--- src/rtl/gen_stream_pkg.sv ---
// Shared definitions for the generator-stream sink and its pacing helper.
//   sink_state_t : sink control states
//   DEF_*        : default widths for the sink's data, accumulator and counter
//   add_ovf      : two's-complement add overflow from the three sign bits
package gen_stream_pkg;

    typedef enum logic [1:0] {
        IDLE   = 2'd0,
        LAUNCH = 2'd1,
        RUN    = 2'd2,
        FINISH = 2'd3
    } sink_state_t;

    localparam int DEF_WIDTH     = 32;
    localparam int DEF_ACC_WIDTH = 32;
    localparam int DEF_CNT_WIDTH = 16;

    // a, b: operand sign bits; s: result sign bit.
    function automatic logic add_ovf(input logic a, input logic b, input logic s);
        return (a == b) && (s != a);
    endfunction

endpackage

--- src/rtl/stall_pacer.sv ---
// Ready pacer: after each accepted beat, holds ready low for STALL cycles.
//   _clock  : clock, rising edge
//   _reset  : asynchronous active-low reset
//   enable  : the consumer will be accepting in the coming cycle
//   accept  : a beat is being accepted on this edge
//   ready   : registered ready, low while the stall counter is non-zero
module stall_pacer
    import gen_stream_pkg::*;
#(
    parameter int STALL = 0
) (
    input  logic _clock,
    input  logic _reset,
    input  logic enable,
    input  logic accept,
    output logic ready
);

    localparam int CW = (STALL > 0) ? $clog2(STALL + 1) : 1;

    logic [CW-1:0] cnt_q;
    logic [CW-1:0] cnt_d;

    // Counter is forced to zero whenever pacing is disabled, so every
    // enabled period starts ready.
    always_comb begin
        cnt_d = cnt_q;
        if (!enable) begin
            cnt_d = '0;
        end else if (accept) begin
            cnt_d = CW'(STALL);
        end else if (cnt_q != '0) begin
            cnt_d = cnt_q - CW'(1);
        end
    end

    always_ff @(posedge _clock or negedge _reset) begin
        if (!_reset) begin
            cnt_q <= '0;
            ready <= 1'b0;
        end else begin
            cnt_q <= cnt_d;
            ready <= enable && (cnt_d == '0);
        end
    end

endmodule

--- src/rtl/gen_stream_sink.sv ---
// Consumer for the generator handshake: launches the generator, drains its
// stream (including the beat arriving with gen_done) and reduces the beats to
// sum / count / min / max. Completion is reported via _start/_done.
//   _clock, _reset         : clock (rising) and asynchronous active-low reset
//   _start, _done, busy    : caller handshake and activity flag
//   gen_start, gen_ready   : launch pulse and ready towards the generator
//   gen_valid, gen_done,
//   gen_data               : generator stream
//   sum, count, min_val,
//   max_val, overflow,
//   timeout                : results, held while _done is high
module gen_stream_sink
    import gen_stream_pkg::*;
#(
    parameter int WIDTH      = DEF_WIDTH,
    parameter int ACC_WIDTH  = DEF_ACC_WIDTH,
    parameter int CNT_WIDTH  = DEF_CNT_WIDTH,
    parameter int STALL      = 0,
    parameter int MAX_CYCLES = 1024
) (
    input  logic                        _clock,
    input  logic                        _reset,
    input  logic                        _start,
    output logic                        _done,
    output logic                        busy,
    output logic                        gen_start,
    output logic                        gen_ready,
    input  logic                        gen_valid,
    input  logic                        gen_done,
    input  logic signed [WIDTH-1:0]     gen_data,
    output logic signed [ACC_WIDTH-1:0] sum,
    output logic        [CNT_WIDTH-1:0] count,
    output logic signed [WIDTH-1:0]     min_val,
    output logic signed [WIDTH-1:0]     max_val,
    output logic                        overflow,
    output logic                        timeout
);

    localparam int CYC_W = (MAX_CYCLES > 0) ? $clog2(MAX_CYCLES + 1) : 1;

    sink_state_t state_q;
    sink_state_t state_d;

    logic [CYC_W-1:0]            cyc_q;
    logic                        start_ok;
    logic                        running;
    logic                        accept;
    logic                        term_done;
    logic                        tmo_hit;
    logic signed [ACC_WIDTH-1:0] data_ext;
    logic signed [ACC_WIDTH-1:0] sum_d;

    assign start_ok  = _start && ((state_q == IDLE) || (state_q == FINISH));
    assign running   = (state_q == RUN);
    assign accept    = running && gen_valid && gen_ready;
    // gen_done is only sampled while ready; otherwise it is simply waited on.
    assign term_done = running && gen_done && gen_ready;
    assign tmo_hit   = running && (MAX_CYCLES != 0) &&
                       ((cyc_q + CYC_W'(1)) == CYC_W'(MAX_CYCLES));
    assign data_ext  = ACC_WIDTH'(gen_data);
    assign sum_d     = sum + data_ext;

    always_comb begin
        state_d = state_q;
        case (state_q)
            IDLE:    if (start_ok) state_d = LAUNCH;
            LAUNCH:  state_d = RUN;
            RUN:     if (term_done || tmo_hit) state_d = FINISH;
            FINISH:  if (start_ok) state_d = LAUNCH;
            default: state_d = IDLE;
        endcase
    end

    // Ready is registered, so the pacer is told whether the next cycle is RUN.
    stall_pacer #(
        .STALL (STALL)
    ) u_pacer (
        ._clock (_clock),
        ._reset (_reset),
        .enable (state_d == RUN),
        .accept (accept),
        .ready  (gen_ready)
    );

    // Control: state, handshake outputs, run-cycle counter, timeout flag.
    always_ff @(posedge _clock or negedge _reset) begin
        if (!_reset) begin
            state_q   <= IDLE;
            _done     <= 1'b0;
            busy      <= 1'b0;
            gen_start <= 1'b0;
            cyc_q     <= '0;
            timeout   <= 1'b0;
        end else begin
            state_q   <= state_d;
            _done     <= (state_d == FINISH);
            busy      <= (state_d == LAUNCH) || (state_d == RUN);
            gen_start <= (state_d == LAUNCH);
            if (start_ok) begin
                cyc_q   <= '0;
                timeout <= 1'b0;
            end else if (running) begin
                cyc_q <= cyc_q + CYC_W'(1);
                // A clean gen_done termination on the same edge takes precedence.
                if (tmo_hit && !term_done) timeout <= 1'b1;
            end
        end
    end

    // Reduction of accepted beats.
    always_ff @(posedge _clock or negedge _reset) begin
        if (!_reset) begin
            sum      <= '0;
            count    <= '0;
            min_val  <= '0;
            max_val  <= '0;
            overflow <= 1'b0;
        end else if (start_ok) begin
            sum      <= '0;
            count    <= '0;
            min_val  <= '0;
            max_val  <= '0;
            overflow <= 1'b0;
        end else if (accept) begin
            sum <= sum_d;
            if (add_ovf(sum[ACC_WIDTH-1], data_ext[ACC_WIDTH-1], sum_d[ACC_WIDTH-1]))
                overflow <= 1'b1;
            if (count != '1) count <= count + CNT_WIDTH'(1);
            // An empty count means this is the first beat: load both extremes.
            if ((count == '0) || (gen_data < min_val)) min_val <= gen_data;
            if ((count == '0) || (gen_data > max_val)) max_val <= gen_data;
        end
    end

endmodule

--- config.mk ---
export PLATFORM = sky130hd
export DESIGN_NAME = gen_stream_sink
export DESIGN_NICKNAME = d
export VERILOG_FILES = /design/src/rtl/gen_stream_pkg.sv /design/src/rtl/stall_pacer.sv /design/src/rtl/gen_stream_sink.sv
export SDC_FILE = /design/constraint.sdc
export NUM_CORES = 1
export LEC_CHECK = 0
export CORE_MARGIN = 8
export CORE_UTILIZATION = 45
export CTS_BUF_LIST = sky130_fd_sc_hd__clkbuf_16
export DETAILED_ROUTE_END_ITERATION = 10
export HOLD_SLACK_MARGIN = 0.03
export PLACE_DENSITY = 0.73
export SLEW_MARGIN = 20
export SYNTH_ARGS = -nofsm -noshare
export SYNTH_HDL_FRONTEND = slang
export SYNTH_SLANG_ARGS = --single-unit
--- constraint.sdc ---
create_clock -name _clock -period 6.9 [get_ports _clock]
set_clock_uncertainty 0.05 [all_clocks]
set_input_delay 1.38 -clock _clock [delete_from_list [all_inputs] [get_ports _clock]]
set_output_delay 1.38 -clock _clock [all_outputs]
set_load 0.05 [all_outputs]
Word-level counts from Yosys, hierarchy flattened

Index checks and enable logic that the tools add are counted.

$add $sub $neg: 4
Order comparisons: 2
Equality and inequality tests: 10
Mux-type cells: 25
Bitwise operators: 1
Reductions and logical operators: 30

Operator list:

| kind                    | number |
|---|---|
| $mux W32                | 8 |
| $mux W16                | 3 |
| $add A32 B32 Y32        | 1 |
| $gt A32 B32 Y1          | 1 |
| $lt A32 B32 Y1          | 1 |
| $mux W11                | 2 |
| $add A16 B1 Y16 const B | 1 |
| $logic_not A16 Y1       | 1 |
| $ne A16 B16 Y1 const B  | 1 |
| $reduce_bool A2 Y1      | 7 |
| $add A11 B1 Y11 const B | 1 |
| $eq A11 B11 Y1 const B  | 1 |
| $reduce_and A2 Y1       | 5 |
| $logic_and A1 B1 Y1     | 9 |
| $mux W1                 | 9 |
| $eq A2 B2 Y1 const B    | 4 |
| $pmux W2 S3             | 1 |
| $logic_or A1 B1 Y1      | 5 |
| $eq A2 B1 Y1 const B    | 2 |
| $mux W2                 | 2 |
| $logic_not A2 Y1        | 1 |
| $reduce_or A2 Y1        | 1 |
| $eq A1 B1 Y1            | 1 |
| $logic_not A1 Y1        | 1 |
| 3 further kinds         | 3 |

Register bits: 132
Word-level logic and storage cells: 85

Longest topological paths before layout

Gate-level depths: netlist of run 1.

Depth after elaboration: 10
Depth in mapped cells: 12

Cells and area by module

A second synthesis of run 1 with hierarchy kept.

Cell total of the unflattened synthesis: 920
Area, all modules: 8788.4 µm²

Modules (own cells, without submodules):

| module          | times used | cells each | area an instance (µm²) |
|---|---|---|---|
| gen_stream_sink | 1          | 919        | 8763.4 |
| stall_pacer     | 1          | 1          | 25.0 |

Worst setup path after synthesis of run 1

No wires, ideal clock.

Kind: input to register
Start: input gen_data[0]
End: register sum[30]
Library setup time: 0.069 ns
Arrival time: 3.696 ns
Data required time: 6.781 ns
Setup slack: 3.085 ns
Cell stages on the path: 12
Buffers on the path: 0
Cell sequence: ha_1 -> inv_1 -> fa_1 -> nor2b_1 -> o211ai_1 -> a31oi_1 -> o41ai_2 -> o41ai_1 -> a31o_2 -> nand3_1 -> a211o_1 -> nand3_1

Longest elaborated chain between the ends: 3

RTL lines:

| element                | RTL line               | source |
|---|---|---|
| start: declaration     | gen_stream_sink.sv:30  | `input logic signed [WIDTH-1:0] gen_data,` |
| $add A32 B32 Y32       | gen_stream_sink.sv:61  | `assign sum_d = sum + data_ext;` |
| $mux W32               | gen_stream_sink.sv:124 | `end else if (accept) begin` |
| $mux W32               | gen_stream_sink.sv:118 | `end else if (start_ok) begin` |
| end signal: assignment | gen_stream_sink.sv:125 | `sum <= sum_d;` |
| end: declaration       | gen_stream_sink.sv:31  | `output logic signed [ACC_WIDTH-1:0] sum,` |

No other way between the ends. The select of a mux whose other input is x is not followed.
A chain may end at the register's enable or synchronous reset.

Final worst setup path of run 1

Same ends and word-level chain as after synthesis.

==> results of run 1 <==
-- cell type report --
type                       instances  area (µm²)
fill                            1741        8080
inverter                          82         308
sequential                       131        3280
clock buffer                      17         425
clock inverter                    15         205
multi-input combinational        699        5190
timing repair buffer             160        1590
tap                              265         332
-- per-layer routing --
| metal | vias to the layer above | wire [µm] | global-route usage | part of all wire |
|---|---|---|---|---|
| li1 | 3615 | - | - | - |
| met1 | 3611 | 11100 | 0.253 | 0.46 |
| met2 | 207 | 11400 | 0.327 | 0.46 |
| met3 | 27 | 1590 | 0.0518 | 0.065 |
| met4 | 0 | 371 | 0.0549 | 0.015 |
| met5 | - | 0 | 0 | 0 |
-- kinds of logic after synthesis --
family,share of synthesized area
buffers and inverters,0.0494
AOI/OAI and AO/OA,0.153
xor gates and xnor gates,0.0522
and+or+nand+nor,0.148
adders and majority gates,0.147
muxes,0.0822
DFF,0.369
-- power by group --
part | internal [W] | switching (W)
logic | 0.00138 | 0.00238
clock network | 0.000608 | 0.000366
registers | 0.00108 | 0.000262
total | 0.00307 | 0.00301
-- worst max-delay path, cell delays in order --
cell and delay (ns):
clkdlybuf4s50_1 0.50, ha_1 0.19, inv_1 0.06, fa_1 0.40
nor2b_1 0.18, o211ai_1 0.13, a31oi_1 0.34, o41ai_2 0.17
o41ai_1 0.59, a31o_2 0.32, nand3_1 0.12, a211o_1 0.30
nand3_1 0.06
-- cell usage in the layout, fill, tap and decap left out, types with 7 or more instances in the layout --
cell type,n
and2_1,34
dfrtp_1,131
a31oi_1,9
ha_1,103
clkbuf_16,17
and4_1,7
o21ai_1,17
nand3_1,24
xnor2_1,20
a21oi_1,69
nand4_1,28
o21ai_0,24
inv_1,82
nand2_1,77
nor2_1,60
xor2_1,33
a21o_1,48
clkdlybuf4s50_1,153
mux2_1,62
-- flip-flops by register name (all words and copies together) (netlist names) --
| register | cells |
|---|---|
| overflow | 1 |
| state_q | 2 |
| min_val | 32 |
| max_val | 32 |
| _done | 1 |
| u_pacer.ready | 1 |
| busy | 1 |
| timeout | 1 |
| gen_start | 1 |
| count | 16 |
| sum | 32 |
| cyc_q | 11 |
-- worst max path at each step --
stage	startpoint	to	slack (ns)
finish	gen_data[0]	sum[30]$_DFFE_PN0P_	2.45
global route	gen_data[0]	sum[30]$_DFFE_PN0P_	2.26
CTS	gen_data[1]	min_val[5]$_DFFE_PN0P_	2.42
detailed placement	gen_data[1]	min_val[5]$_DFFE_PN0P_	1.95
global placement	gen_data[0]	sum[30]$_DFFE_PN0P_	2.06
floorplan	gen_data[0]	sum[30]$_DFFE_PN0P_	3.08
-- per-stage QoR --
step            util  setup slack, ns  area [µm²]  hold slack, ns  std cells
4_1_cts        0.584             2.42       11300           0.459       1369
3_5_place_dp   0.551             1.95       10700           0.442       1337
5_1_grt        0.584             2.26       11300           0.478       1369
2_1_floorplan      -             3.08        8890           0.474        946
6_report       0.584             2.45       11300           0.455       1369
3_3_place_gp   0.551             2.06       10700           0.435       1337
==> summary.txt, run 1 <==
Status -> finished clean
Syn nets -> 1087
Skew-Pair Late Insertion Delay -> 0.42 ns
FF-to-FF End -> min_val[5]$_DFFE_PN0P_
DRT Pass-1 Iters -> 5
Syn-to-layout area delta -> 27.3%
Worst ir drop on vdd -> 0.000247 V
Largest net degree at the start of global routing -> 88
RSZ-0062 raised after global routing -> false
Synth top cells by count -> 131 x dfrtp_1, 103 x ha_1, 82 x inv_1, 77 x nand2_1, 69 x a21oi_1
Crit-path max FO -> 4
Via count -> 7460
I/O pins -> 155
Critical path arrival -> 4.76 ns
Post-Syn Area per Cell -> 9.40 µm²
Ranking of synthesized cells by area -> dfrtp_1 37%, ha_1 14%, mux2_1 7.9%, a21o_1 4.1%, a21oi_1 3.9%
Via density -> 5.45
Hold Path Sink -> timeout$_DFFE_PN0P_
Ys async rst share -> 1.00
CTS tree -> done
#FFs+latches synth -> 131
# rows -> 51
Final ANT Viol Nets -> 0
Num CTS Buffers -> 17
Final period util -> 0.645
Leak Pwr -> 5.32 nW
CTS Buffer Depth -> 2
Overall power -> 0.00608 W
Synth Instances -> 946
Hold depth -> 2
Initial Util -> 0.458
Drt total wl -> 24500 µm
H-tree levels -> 4
Total grt overflow -> 0
Vias in the first global route -> 7484
DRT iter0 DRCs -> 498
Reg2Reg Depth -> 9
DR DRC count -> 0
Core area -> 19400 µm²
Worst rel slew slack -> 0.259
R2r startpoint -> state_q[0]$_DFF_PN0_
Seq/Total Area, Yosys -> 0.369
Antenna Cells -> 0
PostCTS Resize Cnt -> 0
First-pass GRT wire length -> 38700 µm
Pwr per Cell Area -> 537 nW/µm²
Synth warn -> 0
Hold_sp -> timeout$_DFFE_PN0P_
Class of the worst hold path -> reg2reg
DR WL/cell -> 17.9 µm
Startpoint Class -> input port
Hold-fix buffers, CTS -> 0
Slew Limit Fails -> 0
Fin. Hold Viols -> 0
Synth area leader -> dfrtp_1
Proportion of layout cells with a drive suffix above 1 -> 0.0453
Number of synthesized flops with an enable pin -> 0
Horiz. Die Dim -> 157 µm
Postcts setup bufs -> 0
Maximum clock frequency -> 0.225 GHz
Fin Setup TNS -> 0 ns
Nets@finish -> 1232
Final GP Congestion -> 0.914
Post-synth design cell area -> 8890 µm²
IO buf count -> 154
Top FF cell, synth -> dfrtp_1
Number of max-cap violations -> 0
Synth top area share -> 0.369
Crit. End Element -> register
Fin crit period -> 4.45 ns
Die Height -> 157 µm
Distinct cells, synth -> 55
Total global-route track usage -> 0.199
Sink Count -> 131
Count leader, synth -> dfrtp_1
DP HPWL -> 17700 µm
Worst EP required -> 7.20 ns
Endpoints failing setup -> 0
Setup CP Type -> in2reg
Initial antenna violation count -> 0
Clk slew on worst S/H paths -> 0.06 ns
R2R Setup Slk -> 2.98 ns
Clk root buf -> clkbuf_16
Worst slew pin tran -> 1.11 ns
Die Area -> 24500 µm²
Note: power is estimated with default switching activity, not from simulation.
==> inputs of run 2 (changes only) <==
==> constraint.sdc (replaced) <==
create_clock -name _clock -period 4.66 [get_ports _clock]
set_clock_uncertainty 0.05 [all_clocks]
set_input_delay 0.932 -clock _clock [delete_from_list [all_inputs] [get_ports _clock]]
set_output_delay 0.932 -clock _clock [all_outputs]
set_load 0.05 [all_outputs]
==> summary.txt, run 2 (synthesis results as in run 1) <==
Post-Place Cell Area -> 10700 µm² (about the same)
Setup CP Type -> in2reg (unchanged)
Largest net degree at the start of global routing -> 73 (was 88)
Num CTS Buffers -> 17 (unchanged)
Critical path, cell by cell -> clkdlybuf4s50_1, ha_1, inv_1, fa_1, nor2b_1, o211ai_1, a31oi_1, o41ai_2, o41ai_1, a31o_2, a41oi_1, xor2_1, a21oi_1 (was clkdlybuf4s50_1, ha_1, inv_1, fa_1, nor2b_1, o211ai_1, a31oi_1, o41ai_2, o41ai_1, a31o_2, nand3_1, a211o_1, nand3_1)
First-pass GRT wire length -> 39400 µm (was 38700 µm)
Final period util -> 0.851
Post-route setup slack -> 0.695 ns (was 2.45 ns)
R2R Setup Slk -> 1.33 ns (was 2.98 ns)
Endpoints failing setup -> 0 (unchanged)
Crit-path max FO -> 4 (unchanged)
Final GP Congestion -> 0.898 (was 0.914)
H-tree levels -> 4 (unchanged)
Clk root buf -> clkbuf_16 (unchanged)
PostCTS Resize Cnt -> 0 (unchanged)
Critical path arrival -> 4.25 ns (was 4.76 ns)
Antenna Cells -> 0 (unchanged)
Drt total wl -> 24300 µm (was 24500 µm)
Via count -> 7478 (was 7460)
Die Height -> 157 µm (unchanged)
Total grt overflow -> 0 (unchanged)
DR WL/cell -> 17.6 µm (was 17.9 µm)
DP HPWL -> 18000 µm (was 17700 µm)
Leak Pwr -> 5.34 nW (was 5.32 nW)
Syn-to-layout area delta -> 27.8% (was 27.3%)
Clk slew on worst S/H paths -> 0.06 ns (about the same)
Final ANT Viol Nets -> 0 (unchanged)
Sink Count -> 131 (unchanged)
Most frequent cells in the layout -> 153 x clkdlybuf4s50_1, 131 x dfrtp_1, 103 x ha_1 (unchanged)
Hold_ws -> 0.458 ns (was 0.455 ns)
Initial Util -> 0.458 (unchanged)
Worst slew pin tran -> 1.01 ns (was 1.11 ns)
Hold-fix buffers, CTS -> 0 (unchanged)
I/O pins -> 155 (unchanged)
Slowest CP cell -> o41ai_1 (unchanged)
Via density -> 5.44 (was 5.45)
CTS Buffer Depth -> 2 (unchanged)
Proportion of layout cells with a drive suffix above 1 -> 0.0486 (was 0.0453)
Placement Setup Slack -> 0.279 ns (was 1.95 ns)
Fin crit period -> 3.97 ns
Maximum clock frequency -> 0.252 GHz
Fin Setup TNS -> 0 ns (unchanged)
Total global-route track usage -> 0.201 (was 0.199)
DRT Pass-1 Iters -> 4 (was 5)
Finished Cell Area -> 11400 µm² (was 11300 µm²)
Skew-Pair Late Insertion Delay -> 0.42 ns (about the same)
Worst rel slew slack -> 0.324 (was 0.259)
Worst ir drop on vdd -> 0.000417 V (was 0.000247 V)
IO buf count -> 154 (unchanged)
Status -> finished clean (unchanged)
Critical path buffers and inverters -> 2 (unchanged)
Vias in the first global route -> 7455 (was 7484)
# rows -> 51 (unchanged)
Number of max-cap violations -> 0 (unchanged)
Postcts setup bufs -> 0 (unchanged)
DRT iter0 DRCs -> 388 (was 498)
Startpoint Class -> input port (unchanged)
Core area -> 19400 µm² (unchanged)
Die Area -> 24500 µm² (unchanged)
Slew Limit Fails -> 0 (unchanged)
RSZ-0062 raised after global routing -> false (unchanged)
Class of the worst hold path -> in2async (was reg2reg)
DR DRC count -> 0 (unchanged)
CTS tree -> done (unchanged)
Worst EP required -> 4.95 ns (was 7.20 ns)
Initial antenna violation count -> 0 (unchanged)
Top Registers -> max_val: 32 flops, min_val: 32 flops, sum: 32 flops (unchanged)
Crit path largest cell delay -> 0.56 ns (was 0.59 ns)
Fin. Hold Viols -> 0 (unchanged)
Crit. End Element -> register (unchanged)
Commonest non-fill, non-tap cell in the layout -> clkdlybuf4s50_1 (unchanged)
Pwr per Cell Area -> 795 nW/µm² (was 537 nW/µm²)
Top delay family on crit path -> compound AO/OA/AOI/OAI gates (unchanged)
Nets@finish -> 1238 (was 1232)
Horiz. Die Dim -> 157 µm (unchanged)
-- run 2: final timing paths --
path / to / cells after the start / start
min in group _clock: max_val[14]$_DFFE_PN0P_ / 1 / max_val[14]$_DFFE_PN0P_
min: min_val[6]$_DFFE_PN0P_ / 1 / _reset
min reg2reg: max_val[14]$_DFFE_PN0P_ / 1 / max_val[14]$_DFFE_PN0P_
max reg2reg: sum[24]$_DFFE_PN0P_ / 12 / sum[0]$_DFFE_PN0P_
max in group asynchronous: min_val[30]$_DFFE_PN0P_ / 2 / _reset
max: sum[24]$_DFFE_PN0P_ / 13 / gen_data[0]
-- run 2: worst reg2reg max path, cell delays in order, from the launching register on --
cell      delay (ns)
dfrtp_1         0.39
ha_1            0.18
inv_1           0.06
fa_1            0.41
nor2b_1         0.18
o211ai_1        0.13
a31oi_1         0.33
o41ai_2         0.18
o41ai_1         0.56
a31o_2          0.31
a41oi_1         0.14
xor2_1          0.17
a21oi_1         0.16
-- run 2: final cells by class --
class / instances / area [µm²]
Clock inverter: 15 / 203
Clock buffer: 17 / 425
Timing Repair Buffer: 166 / 1630
Sequential cell: 131 / 3280
Inverter: 82 / 308
Fill cell: 1753 / 8030
Multi-Input combinational cell: 699 / 5190
Tap cell: 265 / 332
-- run 2: where the power goes --
group,internal [W],total [W],switching (W)
combinational,0.00208,0.00562,0.00354
sequential,0.00160,0.00198,0.000380
clock,0.000900,0.00144,0.000543
total,0.00458,0.00904,0.00446
-- run 2: layer usage --
| metal | part of all wire | global-route usage | wire length, µm |
|---|---|---|---|
| met1 | 0.45 | 0.257 | 10900 |
| met2 | 0.47 | 0.332 | 11400 |
| met3 | 0.064 | 0.0461 | 1540 |
| met4 | 0.016 | 0.0586 | 384 |
| met5 | 0 | 0 | 0 |
-- run 2: stage by stage --
step / cells / util / power [W]
6_report: 1375 / 0.586 / 0.00904
5_1_grt: 1375 / 0.586 / 0.00962
4_1_cts: 1375 / 0.586 / 0.00912
3_5_place_dp: 1343 / 0.553 / 0.00762
3_3_place_gp: 1343 / 0.553 / 0.00752
2_1_floorplan: 946 / - / 0.00584
==> inputs of run 3 (changes only) <==
--- a/config.mk
+++ b/config.mk
@@ -6,11 +6,11 @@
 export NUM_CORES = 1
 export LEC_CHECK = 0
 export CORE_MARGIN = 8
-export CORE_UTILIZATION = 45
+export CORE_UTILIZATION = 41
 export CTS_BUF_LIST = sky130_fd_sc_hd__clkbuf_16
 export DETAILED_ROUTE_END_ITERATION = 10
 export HOLD_SLACK_MARGIN = 0.03
-export PLACE_DENSITY = 0.73
+export PLACE_DENSITY = 0.68
 export SLEW_MARGIN = 20
 export SYNTH_ARGS = -nofsm -noshare
 export SYNTH_HDL_FRONTEND = slang
==> summary.txt, run 3 (synthesis results as in run 1) <==
Worst slew pin tran -> 1.06 ns (was 1.01 ns)
Most frequent cells in the layout -> 153 x clkdlybuf4s50_1, 131 x dfrtp_1, 103 x ha_1 (unchanged)
Crit-path max FO -> 4 (unchanged)
Worst rel slew slack -> 0.291 (was 0.324)
Antenna Cells -> 0 (unchanged)
DRT Pass-1 Iters -> 5 (was 4)
Fin. Hold Viols -> 0 (unchanged)
Postcts setup bufs -> 0 (unchanged)
Endpoints failing setup -> 0 (unchanged)
Largest net degree at the start of global routing -> 73 (unchanged)
Clk slew on worst S/H paths -> 0.06 ns (about the same)
Die Height -> 163 µm (was 157 µm)
Overall power -> 0.00901 W (was 0.00904 W)
Sink Count -> 131 (unchanged)
CTS tree -> done (unchanged)
Maximum clock frequency -> 0.251 GHz (was 0.252 GHz)
Horiz. Die Dim -> 163 µm (was 157 µm)
Hold-fix buffers, CTS -> 0 (unchanged)
RSZ-0062 raised after global routing -> false (unchanged)
Initial antenna violation count -> 0 (unchanged)
Pwr per Cell Area -> 793 nW/µm² (was 795 nW/µm²)
Worst ir drop on vdd -> 0.000411 V (was 0.000417 V)
DP HPWL -> 18300 µm (was 18000 µm)
PostCTS Resize Cnt -> 0 (unchanged)
CTS Buffer Depth -> 2 (unchanged)
Slowest CP cell -> o41ai_1 (unchanged)
Skew-Pair Late Insertion Delay -> 0.43 ns (was 0.42 ns)
Core area -> 21600 µm² (was 19400 µm²)
Placement Setup Slack -> 0.307 ns (was 0.279 ns)
Most used cell, CP -> nand3_1
Startpoint Class -> input port (unchanged)
Top Registers -> max_val: 32 flops, min_val: 32 flops, sum: 32 flops (unchanged)
Fin Setup TNS -> 0 ns (unchanged)
Critical path, cell by cell -> clkdlybuf4s50_1, ha_1, inv_1, fa_1, nor2b_1, o211ai_1, a31oi_1, o41ai_2, o41ai_1, a31o_2, nand3_1, a211o_1, nand3_1 (was clkdlybuf4s50_1, ha_1, inv_1, fa_1, nor2b_1, o211ai_1, a31oi_1, o41ai_2, o41ai_1, a31o_2, a41oi_1, xor2_1, a21oi_1)
Vias in the first global route -> 7433 (was 7455)
DR DRC count -> 0 (unchanged)
Nets@finish -> 1238 (unchanged)
Logic pwr share -> 0.622 (about the same)
Slew Limit Fails -> 0 (unchanged)
Clk root buf -> clkbuf_16 (unchanged)
Initial Util -> 0.413 (was 0.458)
Num CTS Buffers -> 17 (unchanged)
Class of the worst hold path -> reg2reg (was in2async)
Final period util -> 0.856 (was 0.851)
Final ANT Viol Nets -> 0 (unchanged)
I/O pins -> 155 (unchanged)
H-tree levels -> 4 (unchanged)
Critical path arrival -> 4.30 ns (was 4.25 ns)
DRT iter0 DRCs -> 437 (was 388)
Worst EP required -> 4.97 ns (was 4.95 ns)
Crit path largest cell delay -> 0.58 ns (was 0.56 ns)
Via density -> 5.34 (was 5.44)
Switching share of power -> 0.493 (was 0.494)
Total grt overflow -> 0 (unchanged)
Fin crit period -> 3.99 ns (was 3.97 ns)
Crit. End Element -> register (unchanged)
Post-route setup slack -> 0.669 ns (was 0.695 ns)
Leak Pwr -> 5.34 nW (about the same)
Setup CP Type -> in2reg (unchanged)
Commonest non-fill, non-tap cell in the layout -> clkdlybuf4s50_1 (unchanged)
Sequential share of power -> 0.220 (was 0.219)
Int Power -> 0.00457 W (was 0.00458 W)
Proportion of layout cells with a drive suffix above 1 -> 0.0477 (was 0.0486)
Clock power share -> 0.158 (was 0.160)
IO buf count -> 154 (unchanged)
Via count -> 7422 (was 7478)
Number of max-cap violations -> 0 (unchanged)
Drt total wl -> 24500 µm (was 24300 µm)
Status -> finished clean (unchanged)
# rows -> 54 (was 51)
DR WL/cell -> 17.6 µm (about the same)
Total global-route track usage -> 0.186 (was 0.201)
Syn-to-layout area delta -> 27.9% (was 27.8%)
Net Switching -> 0.00445 W (was 0.00446 W)
Die Area -> 26700 µm² (was 24500 µm²)
Final GP Congestion -> 0.888 (was 0.898)
First-pass GRT wire length -> 39600 µm (was 39400 µm)
run 3: cell type report:
class                   instances  area [µm²]
inverters                      82         308
well taps                     280         350
flip-flops and latches        131        3280
repair buffers                166        1630
fillers                      2012       10200
clock buffers                  17         425
clock inverters                15         190
multi-input cells             699        5190
run 3: stage by stage:
| step | util | instance area [µm²] | instances | hold slack, ns |
|---|---|---|---|---|
| 3_3_place_gp | 0.499 | 10800 | 1358 | 0.435 |
| 4_1_cts | 0.528 | 11400 | 1390 | 0.454 |
| 5_1_grt | 0.528 | 11400 | 1390 | 0.489 |
| 2_1_floorplan | - | 8890 | 946 | 0.474 |
| 3_5_place_dp | 0.499 | 10800 | 1358 | 0.440 |
| 6_report | 0.528 | 11400 | 1390 | 0.450 |
run 3: worst max-delay path, delay by kind of cell:
family,cells,cell delay (ns)
buf+inv,2,0.58
compound gates,6,1.82
fa+ha+maj,2,0.59
simple gates,3,0.38
run 3: final timing paths:
kind	from	endpoint	slack, ns	cells past startpoint
max	gen_data[0]	sum[30]$_DFFE_PN0P_	0.67	13
min	timeout$_DFFE_PN0P_	timeout$_DFFE_PN0P_	0.45	2
max reg2reg	sum[0]$_DFFE_PN0P_	sum[30]$_DFFE_PN0P_	1.32	12
min reg2reg	timeout$_DFFE_PN0P_	timeout$_DFFE_PN0P_	0.45	2
max in group asynchronous	_reset	max_val[28]$_DFFE_PN0P_	3.20	2
min in group asynchronous	_reset	max_val[12]$_DFFE_PN0P_	0.46	1
run 3: power groups by stage:
stage | clock (W) | sequential (W) | combinational, W
2_1_floorplan | 0 | 0.00334 | 0.00250
3_3_place_gp | 0 | 0.00200 | 0.00556
3_5_place_dp | 0 | 0.00200 | 0.00565
4_1_cts | 0.00146 | 0.00199 | 0.00567
5_1_grt | 0.00150 | 0.00205 | 0.00608
6_report | 0.00143 | 0.00198 | 0.00561
run 3: metal layers:
metal | wire [µm] | vias to the layer above | track usage
met5 | 0 | - | 0
met3 | 1540 | 22 | 0.0496
met4 | 360 | 0 | 0.0571
li1 | - | 3642 | -
met1 | 11300 | 3580 | 0.249
met2 | 11200 | 178 | 0.290
